<file path="config.mk">
export PLATFORM = sky130hd
export DESIGN_NAME = mux_rr_arbiter_flat
export DESIGN_NICKNAME = d
export VERILOG_FILES = /design/src/rtl/mux_rr_arbiter_if.sv /design/src/rtl/mux_rr_arbiter.sv /design/src/flat_wrapper.sv
export SDC_FILE = /design/constraint.sdc
export NUM_CORES = 1
export LEC_CHECK = 0
export BUFFER_PORTS_ARGS = -buffer_cell sky130_fd_sc_hd__buf_2
export CELL_PAD_IN_SITES_DETAIL_PLACEMENT = 2
export CELL_PAD_IN_SITES_GLOBAL_PLACEMENT = 2
export CORE_ASPECT_RATIO = 0.7
export CORE_MARGIN = 5
export CORE_UTILIZATION = 30
export CTS_CLUSTER_SIZE = 14
export DETAILED_ROUTE_END_ITERATION = 16
export PLACE_DENSITY_LB_ADDON = 0.25
export SKIP_LAST_GASP = 1
export SYNTH_ARGS = -nofsm -noshare
export SYNTH_HDL_FRONTEND = slang
export SYNTH_SLANG_ARGS = --single-unit
</file>
<file path="constraint.sdc">
create_clock -name clk -period 3.6 [get_ports clk]
set_input_delay 0.18 -clock clk [delete_from_list [all_inputs] [get_ports clk]]
set_output_delay 0.18 -clock clk [all_outputs]
set_load 0.02 [all_outputs]
</file>
<file path="src/rtl/mux_rr_arbiter_if.sv">
// Request/grant bundle between the requesters and the round-robin mux arbiter.
// The lock signal exists only when MUX_ARB_LOCK_EN is defined.
interface mux_rr_arbiter_if;
  logic [7:0] req;
  logic [2:0] sel;
  logic [7:0] grant;
  logic       valid;
`ifdef MUX_ARB_LOCK_EN
  logic       lock;
`endif

  modport master (
    output req,
`ifdef MUX_ARB_LOCK_EN
    output lock,
`endif
    input  sel,
    input  grant,
    input  valid
  );

  modport slave (
    input  req,
`ifdef MUX_ARB_LOCK_EN
    input  lock,
`endif
    output sel,
    output grant,
    output valid
  );
endinterface

</file>
<file path="src/rtl/mux_rr_arbiter.sv">
// Round-robin arbiter for the registered 8:1 bit mux: IDLE -> SETTLE -> OWN.
// Optional MUX_ARB_LOCK_EN adds a lock input that lets an owner exceed MAX_HOLD.
module mux_rr_arbiter #(
  parameter int MAX_HOLD = 4,
  parameter int HOLD_W   = 8
) (
  input  logic               clk,
  input  logic               rst,
  mux_rr_arbiter_if.slave    bus
);

  typedef enum logic [1:0] {
    IDLE   = 2'd0,
    SETTLE = 2'd1,
    OWN    = 2'd2
  } state_t;

  localparam logic [HOLD_W-1:0] HOLD_LAST = HOLD_W'(MAX_HOLD - 1);

  state_t            state_q, state_d;
  logic [2:0]        sel_q, sel_d;
  logic [7:0]        grant_q, grant_d;
  logic              valid_q, valid_d;
  logic [HOLD_W-1:0] hold_cnt_q, hold_cnt_d;
  logic [2:0]        last_ptr_q, last_ptr_d;

  logic              found;
  logic [2:0]        winner;
  logic [2:0]        idx;
  logic              req_sel;
  logic              hold_at_max;
  logic              release_own;

  // Scan last_ptr+1 .. last_ptr+8 so the previous owner is considered last.
  always_comb begin
    found  = 1'b0;
    winner = 3'd0;
    idx    = 3'd0;
    for (int i = 1; i <= 8; i++) begin
      idx = last_ptr_q + 3'(i);
      if (!found && bus.req[idx]) begin
        found  = 1'b1;
        winner = idx;
      end
    end
  end

  assign req_sel     = bus.req[sel_q];
  assign hold_at_max = (hold_cnt_q == HOLD_LAST);
`ifdef MUX_ARB_LOCK_EN
  assign release_own = !req_sel || (!bus.lock && hold_at_max);
`else
  assign release_own = !req_sel || hold_at_max;
`endif

  always_comb begin
    state_d    = state_q;
    sel_d      = sel_q;
    grant_d    = grant_q;
    valid_d    = valid_q;
    hold_cnt_d = hold_cnt_q;
    last_ptr_d = last_ptr_q;
    case (state_q)
      IDLE: begin
        grant_d = 8'h00;
        valid_d = 1'b0;
        if (found) begin
          sel_d   = winner;
          state_d = SETTLE;
        end
      end
      SETTLE: begin
        if (req_sel) begin
          state_d    = OWN;
          grant_d    = 8'h01 << sel_q;
          valid_d    = 1'b1;
          hold_cnt_d = '0;
        end else begin
          // A requester that vanished during SETTLE forfeits its turn.
          state_d    = IDLE;
          grant_d    = 8'h00;
          valid_d    = 1'b0;
          last_ptr_d = sel_q;
        end
      end
      OWN: begin
        if (release_own) begin
          state_d    = IDLE;
          grant_d    = 8'h00;
          valid_d    = 1'b0;
          last_ptr_d = sel_q;
        end else begin
          hold_cnt_d = hold_at_max ? hold_cnt_q : hold_cnt_q + 1'b1;
        end
      end
      default: begin
        state_d = IDLE;
        grant_d = 8'h00;
        valid_d = 1'b0;
      end
    endcase
  end

  always_ff @(posedge clk) begin
    if (!rst) begin
      state_q    <= IDLE;
      sel_q      <= 3'd0;
      grant_q    <= 8'h00;
      valid_q    <= 1'b0;
      hold_cnt_q <= '0;
      last_ptr_q <= 3'd7;
    end else begin
      state_q    <= state_d;
      sel_q      <= sel_d;
      grant_q    <= grant_d;
      valid_q    <= valid_d;
      hold_cnt_q <= hold_cnt_d;
      last_ptr_q <= last_ptr_d;
    end
  end

  assign bus.sel   = sel_q;
  assign bus.grant = grant_q;
  assign bus.valid = valid_q;

endmodule

</file>
<file path="src/flat_wrapper.sv">
// flat-port wrapper written by rule: the top's interface ports become plain ports
module mux_rr_arbiter_flat 
#(
  parameter int MAX_HOLD = 4,
  parameter int HOLD_W   = 8
)
  (clk, rst, bus_req, bus_sel, bus_grant, bus_valid);
  mux_rr_arbiter_if bus_i ();
  input  logic clk;
  input  logic rst;
  input wire logic [$bits(bus_i.req)-1:0] bus_req;
  output wire logic [$bits(bus_i.sel)-1:0] bus_sel;
  output wire logic [$bits(bus_i.grant)-1:0] bus_grant;
  output wire logic [$bits(bus_i.valid)-1:0] bus_valid;
  assign bus_i.req = bus_req;
  assign bus_sel = bus_i.sel;
  assign bus_grant = bus_i.grant;
  assign bus_valid = bus_i.valid;
  mux_rr_arbiter #(.MAX_HOLD(MAX_HOLD), .HOLD_W(HOLD_W)) u_core (.clk(clk), .rst(rst), .bus(bus_i));
endmodule
</file>
==> metrics.cfg, run 1 <==
[worst_setup_path]
path_class=reg -> reg
end_kind=register
crit_chain=inv_1 -> ha_1 -> mux4_2 -> mux2i_2 -> and2_1 -> a21oi_1 -> a221oi_1 -> nor3_1 -> nor3_2
crit_path_max_incr_delay_ns=0.65
worstPathArrival_ns=3.22
start_kind=register
critPathRequiredTime_ns=3.80
critical_path.slowest_cell=mux4_2
ff2ff_path_depth=9
critPathMaxFanout=8

[power_and_ir_drop]
p_total_w=0.001722
p_leak_nw=0.9239
worst_ir_drop_vdd_uv=284.6
powerDensity_nw_per_um2=766.0

[yosys]
synth_cells=229
ys_warn_count=0
synth_nets=245
synth-async-reset-ratio_pct=0
synth.distinct_cells=50
syn_avg_cell_area_um2=8.862
synth_seq_area_share_pct=24.66
syn_area_um2=2029
ys_seq_elements=25
ys.flop_type=dfxtp_1
synth_edf_count=0

[timing]
finalClockSkew_ns=0.01034
setup_viol=0
grt_setup_unrepaired=no
max_freq_ghz=0.3313
slew_viol_final=0
finalCriticalPeriod_ns=3.019
worstMarginPinSlew_ns=1.075
tns_ns=0
hold_slack_ns=0.2284
min_period_over_period_pct=83.85
hold_violations=0
slew_headroom_pct=28.05

[status]
status=completed

[route]
via_count=1876
remaining_drc_errors=0
drt_iter0_drc=80
vias_per_cell=5.567
routed_wl_um=6332
drt-pass1-iter-count=4
ant_nets=0
wl_per_cell_um=18.79

[final_layout]
finalNetCount=260
area_growth_pct=10.79
final_cell_mix=dfxtp_1, nand2_1, buf_2
drive_above_1_share_pct=21.40
antenna_cells=0
layoutNonFillerInstCount=337
design_area_um2=2248
layout_commonest_cell=dfxtp_1

[global_route]
grt_pass1_vias=1974
antenna_found_initial=0
gr-usage-all-layers_pct=15.71
grt_max_degree=21
grt_overflow=0
grt_pass1_wl_um=10540

[die]
die_area_um2=8536
die_h_um=78.82
start_util_pct=30.46
die_w_um=108.3
core_um2=6663
num_io_pins=22
rows=25

[placed_design]
port_buffers=21
placed_area_um2=2202
dpl.hpwl_um=4891
gp_congestion=0.8822
dp.cells=333

[run]
drv_cap=0

[clock_tree]
cts_buffer_depth=2
clkLatencyLatePin_ns=0.27
h-tree-depth=1
cts.repair.resized=0
postCtsHoldBufs=0
cts_tree=done
clk_pin_slew_ns=0.09
numCtsBuffers=3
cts_setup_buffers=0
clock-sinks=25
clockRootBuffer=clkbuf_8

[min_path]
hold_depth=2
hp-class=in -> reg

## synth_stat cells, drive strengths merged (3+ instances only)
| master | count | area (um^2) |
|---|---|---|
| mux4 | 11 | 247.7 |
| nand3 | 5 | 25.02 |
| nor3 | 5 | 30.03 |
| inv | 10 | 37.54 |
| buf | 6 | 42.54 |
| clkbuf | 8 | 30.03 |
| nor2b | 15 | 93.84 |
| dfxtp | 25 | 500.5 |
| a32oi | 5 | 43.79 |
| nand2b | 5 | 31.28 |
| xor2 | 8 | 70.07 |
| nand2 | 23 | 86.33 |
| nor2 | 18 | 70.07 |
| mux2i | 12 | 123.9 |
| ha | 6 | 75.07 |
| a22oi | 6 | 45.04 |
| a31oi | 3 | 18.77 |
| o21ai | 8 | 40.03 |
| a21oi | 6 | 30.03 |
| and3 | 5 | 31.28 |
| and2 | 4 | 25.02 |
| mux2 | 5 | 56.30 |
| nand4 | 5 | 31.28 |
## registers in the layout, summed over array words and instances (netlist names)
| signal | count |
|---|---|
| u_core.bus.valid | 1 |
| u_core.last_ptr_q | 3 |
| u_core.state_q | 2 |
| u_core.bus.grant | 8 |
| u_core.bus.sel | 3 |
| u_core.hold_cnt_q | 8 |
## power breakdown
| group | internal [W] | switching (W) |
|---|---|---|
| Clock | 0.0000775 | 0.0000914 |
| Sequential | 0.000311 | 0.0000663 |
| Combinational | 0.000471 | 0.000705 |
| Total | 0.000859 | 0.000863 |
## metal layers
layer  vias to the layer above  global-route usage [%]  share of wire (%)
met1                       945                   24.10                 54
met2                        47                   22.58                 40
met5                         -                       0                  0
li1                        880                       -                  -
met4                         0                   2.270               0.39
met3                         4                   3.656                5.4
## cell type report
class	instances	area (um^2)
fill	740	4414
multi-input combinational	180	1419
sequential	25	500.5
timing repair buffer	24	127.6
tap	94	117.6
clock buffer	3	41.29
inverter	10	37.54
clock inverter	1	5.005
## worst max-delay path: cells and delay by family (launching register included)
family	cells	cell delay (ns)
buf+inv	1	0.10
flops	1	0.34
mux	2	1.00
fa+ha+maj	1	0.48
compound gates	2	0.45
simple gates	3	0.59
## per-stage QoR
stage	util [%]	setup WS (ns)
after floorplan	-	0.6162
after global placement	33.05	0.7526
after detailed placement	33.05	0.6300
after CTS	33.75	0.6066
after global routing	33.75	0.4212
final	33.75	0.5815
## worst paths after layout
path                                                        start                           endpoint  slack, ns
worst max-delay path            u_core.last_ptr_q[1]$_SDFFE_PN1P_     u_core.bus.sel[1]$_SDFFE_PN0P_       0.58
worst min-delay path                                          rst  u_core.last_ptr_q[0]$_SDFFE_PN1P_       0.23
worst max register to register  u_core.last_ptr_q[1]$_SDFFE_PN1P_     u_core.bus.sel[1]$_SDFFE_PN0P_       0.58
worst min register to register      u_core.bus.valid$_SDFFE_PN0P_      u_core.bus.valid$_SDFFE_PN0P_       0.52
## cells by family after synthesis
kind of cell               count (synthesis)  share of synthesized area (%)
DFF                                       25                          24.66
xor gates and xnor gates                  10                          4.316
adders and majority gates                  6                          3.699
and+or+nand+nor                           89                          22.63
muxes                                     28                          21.09
buffers and inverters                     24                          5.426
AOI/OAI and AO/OA                         47                          18.19
(Power assumes the default switching activity.)
==> run 2, diff against run 1 <==
- ABC_AREA: not set -> 1
- CORE_UTILIZATION: 30 -> 28
- clock period: 3.6 -> 2.5 ns (I/O delays scaled with it)
==> metrics.cfg, run 2 <==
[worst_setup_path]
ff2ff_path_depth=15  ; +6
regToRegSetupSlack_ns=0.21  ; -0.37 ns
crit_start=u_core.last_ptr_q[0]$_SDFFE_PN1P_
endpoint=u_core.bus.sel[0]$_SDFFE_PN0P_
path_class=reg -> reg
critPathRequiredTime_ns=2.67  ; -1.13 ns
end_kind=register
start_kind=register
critPathMaxFanout=11  ; +3
r2r_end=u_core.bus.sel[0]$_SDFFE_PN0P_
reg2reg_from=u_core.last_ptr_q[0]$_SDFFE_PN1P_
worstPathArrival_ns=2.46  ; -0.76 ns

[route]
drt-pass1-iter-count=4  ; unchanged
remaining_drc_errors=0  ; unchanged
drt_iter0_drc=72  ; -10%
ant_nets=0  ; unchanged
wl_per_cell_um=15.63  ; -17%
routed_wl_um=6611  ; +4.4%
vias_per_cell=4.887  ; -12%
via_count=2067  ; +10%

[clock_tree]
h-tree-depth=1  ; unchanged
clock-sinks=25  ; unchanged
numCtsBuffers=3  ; unchanged
cts_buffer_depth=2  ; unchanged
cts_tree=done
clk_pin_slew_ns=0.10  ; about the same
clockRootBuffer=clkbuf_8
clkLatencyLatePin_ns=0.27  ; about the same
postCtsHoldBufs=0  ; unchanged

[die]
num_io_pins=22  ; unchanged
die_w_um=109.2  ; +0.81%
rows=25  ; unchanged
die_h_um=79.43  ; +0.77%
start_util_pct=28.67  ; -1.8 points
die_area_um2=8672  ; +1.6%
core_um2=6725  ; +0.94%

[global_route]
grt_pass1_vias=2157  ; +9.3%
grt_pass1_wl_um=11010  ; +4.4%
grt_max_degree=15  ; -29%
antenna_found_initial=0  ; unchanged
gr-usage-all-layers_pct=16.07  ; +0.37 points
grt_overflow=0  ; unchanged

[placed_design]
dpl.hpwl_um=5528  ; +13%
port_buffers=21  ; unchanged
dpl_worst_slack_ns=0.1050  ; -0.5250 ns
placed_area_um2=2165  ; -1.7%
gp_congestion=0.8414  ; -4.6%

[yosys]
syn_avg_cell_area_um2=6.406  ; -28%
ys_top_cells_by_count=nand2_1, nand3_1, inv_1
netlist_top_cells_area=dfxtp_1, nand2_1, nand3_1
synth_cells=301  ; +31%
ys_warn_count=0  ; unchanged
syn_area_um2=1928  ; -5.0%
ys_seq_elements=25  ; unchanged
yosysTopAreaCell=dfxtp_1
yosysMostFrequentCell=nand2_1
synth_nets=317  ; +29%
ys.flop_type=dfxtp_1
synth-async-reset-ratio_pct=0  ; unchanged
synth.distinct_cells=36  ; -28%
synth_seq_area_share_pct=25.96  ; +1.3 points
synth_top_area_share_pct=25.96  ; +1.3 points
synth_edf_count=0  ; unchanged

[power_and_ir_drop]
p_seq_share_pct=18.8  ; -3.1 points
clkPwrFrac_pct=9.2  ; -0.6 points
p_leak_nw=1.051  ; +14%
p_int_w=0.001188  ; +38%
p_comb_share_pct=72.0  ; +3.7 points
switching_power_w=0.001563  ; +81%
swShare_pct=56.81  ; +6.7 points
worst_ir_drop_vdd_uv=309.2  ; +8.6%
powerDensity_nw_per_um2=1223  ; +60%

[final_layout]
layout_commonest_cell=nand2_1
drive_above_1_share_pct=20.67  ; -0.73 points
multiInputGateArea_um2=1262  ; -11%
antenna_cells=0  ; unchanged
ff_latch_area_um2=500.5  ; unchanged
design_area_um2=2250  ; about the same
area_growth_pct=16.68
fill_cells=856  ; +16%
final_cell_mix=nand2_1, nand3_1, inv_1
finalNetCount=346  ; +33%

[timing]
finalClockSkew_ns=0.004792  ; -0.005546 ns
hold_violations=0  ; unchanged
worstMarginPinSlew_ns=0.4911  ; -0.5842 ns
timing.final.ws_setup_ns=0.2139  ; -0.3676 ns
min_period_over_period_pct=91.44  ; +7.6 points
grt_setup_unrepaired=no
tns_ns=0  ; unchanged
hold_slack_ns=0.1427  ; -0.08572 ns
max_freq_ghz=0.4374  ; +32%
slew_viol_final=0  ; unchanged
finalCriticalPeriod_ns=2.286  ; -0.7324 ns
setup_viol=0  ; unchanged
slew_headroom_pct=67.22  ; +39 points

[status]
status=completed

[run]
drv_cap=0  ; unchanged

[min_path]
hp-class=in -> reg

## run 2: cell types whose count changed after synthesis, sizes merged, moves of 5 or more
cell    change
a21oi      +12
a32oi       -5
and3        -5
clkbuf      -7
inv        +26
mux2        -5
mux2i      -12
mux4       -11
nand2      +77
nand2b      -5
nand3      +35
nor2        +8
nor2b      -15
## run 2: worst min path at each step
| stage | slack [ns] | from | cells past startpoint | to |
|---|---|---|---|---|
| 5_1_grt | 0.15 | rst | 2 | u_core.last_ptr_q[1]$_SDFFE_PN1P_ |
| 2_1_floorplan | 0.22 | rst | 1 | u_core.last_ptr_q[0]$_SDFFE_PN1P_ |
| 6_report | 0.14 | rst | 2 | u_core.last_ptr_q[0]$_SDFFE_PN1P_ |
| 3_5_place_dp | 0.43 | rst | 2 | u_core.last_ptr_q[2]$_SDFFE_PN1P_ |
| 3_3_place_gp | 0.43 | rst | 2 | u_core.last_ptr_q[2]$_SDFFE_PN1P_ |
| 4_1_cts | 0.14 | rst | 2 | u_core.last_ptr_q[2]$_SDFFE_PN1P_ |
## run 2: critical path, cell delays in order, from the launching register on
cell	delay [ns]
dfxtp_1	0.38
buf_6	0.17
ha_2	0.20
inv_1	0.05
nand2_1	0.06
nand2_1	0.08
nand3_2	0.14
nand2_4	0.10
nor2_8	0.14
nand4_4	0.13
nor2_4	0.20
nand3_2	0.13
nand2_4	0.14
inv_1	0.06
o21ai_1	0.12
nor2_1	0.07
## run 2: area by class of cell
type,instances,area share [%]
clock buffers,4,2.002
well taps,94,5.228
inverters,37,6.396
repair buffers,30,8.009
multi-input cells,233,56.12
flip-flops and latches,25,22.25
## run 2: timing repair
item / 4_1_cts / 5_1_grt
gates resized for setup: 0 / 8
setup endpoints to repair: 0 / 4
setup buffers: 0 / 1
## run 2: kinds of logic after synthesis
kind of cell	Yosys count	share of synthesized area, %
buffers and inverters	43	9.733
AO/OA/AOI/OAI	35	10.71
flip-flops	25	25.96
adder cells (fa/ha/maj)	6	3.893
XOR/XNOR	8	3.634
AND/OR/NAND/NOR	184	46.07
## run 2: power groups by stage
stage	logic (W)	registers, W	clock network (W)
after CTS	0.00192	0.000515	0.000262
after detailed placement	0.00191	0.000525	0
after floorplan	0.00139	0.000522	0
final	0.00198	0.000517	0.000254
after global routing	0.00220	0.000527	0.000275
after global placement	0.00185	0.000524	0
## run 2: metrics by stage
stage | utilization [%] | instances | power, W
after floorplan | - | 301 | 0.001909
after global placement | 32.19 | 418 | 0.002371
after detailed placement | 32.19 | 418 | 0.002432
after CTS | 32.86 | 422 | 0.002697
after global routing | 33.45 | 423 | 0.003003
final | 33.45 | 423 | 0.002751
## run 2: metal layers
metal / vias up / track usage, % / wire length, um
met5: - / 0 / 0
met4: 0 / 0.7472 / 17
met3: 2 / 2.425 / 278
met2: 27 / 23.96 / 2663
met1: 999 / 25.28 / 3652
li1: 1039 / - / -
==> run 3, diff against run 2 <==
- ABC_AREA: 1 -> not set
- CORE_UTILIZATION: 28 -> 30
==> metrics.cfg, run 3 (synthesis gave the netlist of run 1 again) <==
[worst_setup_path]
worstPathArrival_ns=2.74  ; +0.28 ns
path_depth=9  ; -6
crit_family=multiplexers
reg2reg_from=u_core.last_ptr_q[0]$_SDFFE_PN1P_
critPathMaxFanout=5  ; -6
end_kind=register
crit_chain=inv_2 -> ha_4 -> mux4_2 -> mux2i_1 -> a32oi_2 -> or2_4 -> o41ai_4 -> nor2b_4 -> nor3_2
path_class=reg -> reg
critPathRequiredTime_ns=2.66  ; about the same
start_kind=register
critical_path.slowest_cell=mux4_2
crit_buf_inv=1  ; -2
crit_start=u_core.last_ptr_q[0]$_SDFFE_PN1P_
crit_path_max_incr_delay_ns=0.58  ; +0.20 ns
ff2ff_path_depth=9  ; -6

[timing]
setup_viol=3  ; +3
tns_ns=-0.1566  ; -0.1566 ns
slew_viol_final=0  ; unchanged
finalClockSkew_ns=0.006339  ; +0.001547 ns
slew_headroom_pct=63.88  ; -3.3 points
worstMarginPinSlew_ns=0.5383  ; +0.04718 ns
hold_slack_ns=0.1878  ; +0.04504 ns
timing.final.ws_setup_ns=-0.08009  ; -0.2940 ns
hold_violations=0  ; unchanged
max_freq_ghz=0.3876  ; -11%
finalCriticalPeriod_ns=2.580  ; +0.2940 ns
min_period_over_period_pct=103.2  ; +12 points
grt_setup_unrepaired=yes

[die]
start_util_pct=30.46  ; +1.8 points
rows=25  ; unchanged
num_io_pins=22  ; unchanged
die_area_um2=8536  ; -1.6%
core_um2=6663  ; -0.93%
die_h_um=78.82  ; -0.77%
die_w_um=108.3  ; -0.80%

[global_route]
grt_overflow=0  ; unchanged
antenna_found_initial=0  ; unchanged
gr-usage-all-layers_pct=16.71  ; +0.63 points
grt_max_degree=21  ; +6
grt_pass1_vias=2082  ; -3.5%
grt_pass1_wl_um=11380  ; +3.3%

[clock_tree]
numCtsBuffers=3  ; unchanged
clockRootBuffer=clkbuf_8
clock-sinks=25  ; unchanged
clkLatencyLatePin_ns=0.27  ; about the same
h-tree-depth=1  ; unchanged
clk_pin_slew_ns=0.09  ; about the same
cts_tree=done
cts_buffer_depth=2  ; unchanged

[route]
drt_iter0_drc=129  ; +79%
drt-pass1-iter-count=4  ; unchanged
wl_per_cell_um=19.02  ; +22%
vias_per_cell=5.393  ; +10%
routed_wl_um=6923  ; +4.7%
ant_nets=0  ; unchanged
remaining_drc_errors=0  ; unchanged
via_count=1963  ; -5.0%

[final_layout]
finalNetCount=287  ; -17%
fill_cells=759  ; -11%
drive_above_1_share_pct=35.19  ; +15 points
fin_util_pct=38.33  ; +4.9 points
final_cell_mix=buf_4, nand2_1, dfxtp_1
layout_commonest_cell=buf_4
antenna_cells=0  ; unchanged
area_growth_pct=25.83

[placed_design]
dpl_worst_slack_ns=-0.1104  ; -0.2154 ns
port_buffers=21  ; unchanged
dpl.hpwl_um=5417  ; -2.0%
gp_congestion=0.8279  ; -1.6%

[power_and_ir_drop]
powerDensity_nw_per_um2=1163  ; -4.9%
worst_ir_drop_vdd_uv=416.9  ; +35%
p_leak_nw=1.072  ; +2.1%

[status]
status=finished, violations left
violations=setup timing

[min_path]
hold_depth=2  ; unchanged
hp-start=rst
hp-class=in -> reg

[run]
drv_cap=0  ; unchanged

[run 3: where the power goes]
part / switching [W] / internal, W / total (W)
Clock: 0.000136 / 0.000112 / 0.000248
Sequential: 0.0000692 / 0.000451 / 0.000520
Combinational: 0.00122 / 0.000983 / 0.00220
[run 3: final cells by class]
cell class,instances,area [um^2],share of cell area (%)
Timing Repair Buffer,51,337.8,13.23
Clock buffer,3,41.29,1.617
Tap cell,94,117.6,4.606
Multi-Input combinational cell,180,1511,59.19
Inverter,10,37.54,1.470
Clock inverter,1,5.005,0.1960
Sequential cell,25,503.0,19.70
[run 3: routing by layer]
layer | wire (um) | up-vias | track usage [%]
met4 | 43 | 0 | 1.261
met5 | 0 | - | 0
met1 | 3738 | 1000 | 25.30
met2 | 2959 | 29 | 25.81
met3 | 182 | 5 | 2.843
li1 | - | 929 | -
[run 3: timing repair]
| action | in CTS | in global routing |
|---|---|---|
| endpoints found under the setup margin | 3 | 13 |
| hold endpoints to repair | 0 | 0 |
| hold buffers | 0 | 0 |
| pin swaps | 4 | 5 |
| resized for setup | 8 | 8 |
| setup buffers | 1 | 1 |
[run 3: stage by stage]
step,cells,total power [W],area [um^2]
2_1_floorplan,229,0.001888,2073
3_3_place_gp,358,0.002487,2417
3_5_place_dp,358,0.002537,2417
4_1_cts,363,0.002891,2511
5_1_grt,364,0.003201,2554
6_report,364,0.002970,2554
[run 3: final timing paths]
path         slack [ns]                           endpoint
max               -0.08     u_core.bus.sel[1]$_SDFFE_PN0P_
min                0.19  u_core.last_ptr_q[1]$_SDFFE_PN1P_
max reg2reg       -0.08     u_core.bus.sel[1]$_SDFFE_PN0P_
min reg2reg        0.52      u_core.bus.valid$_SDFFE_PN0P_
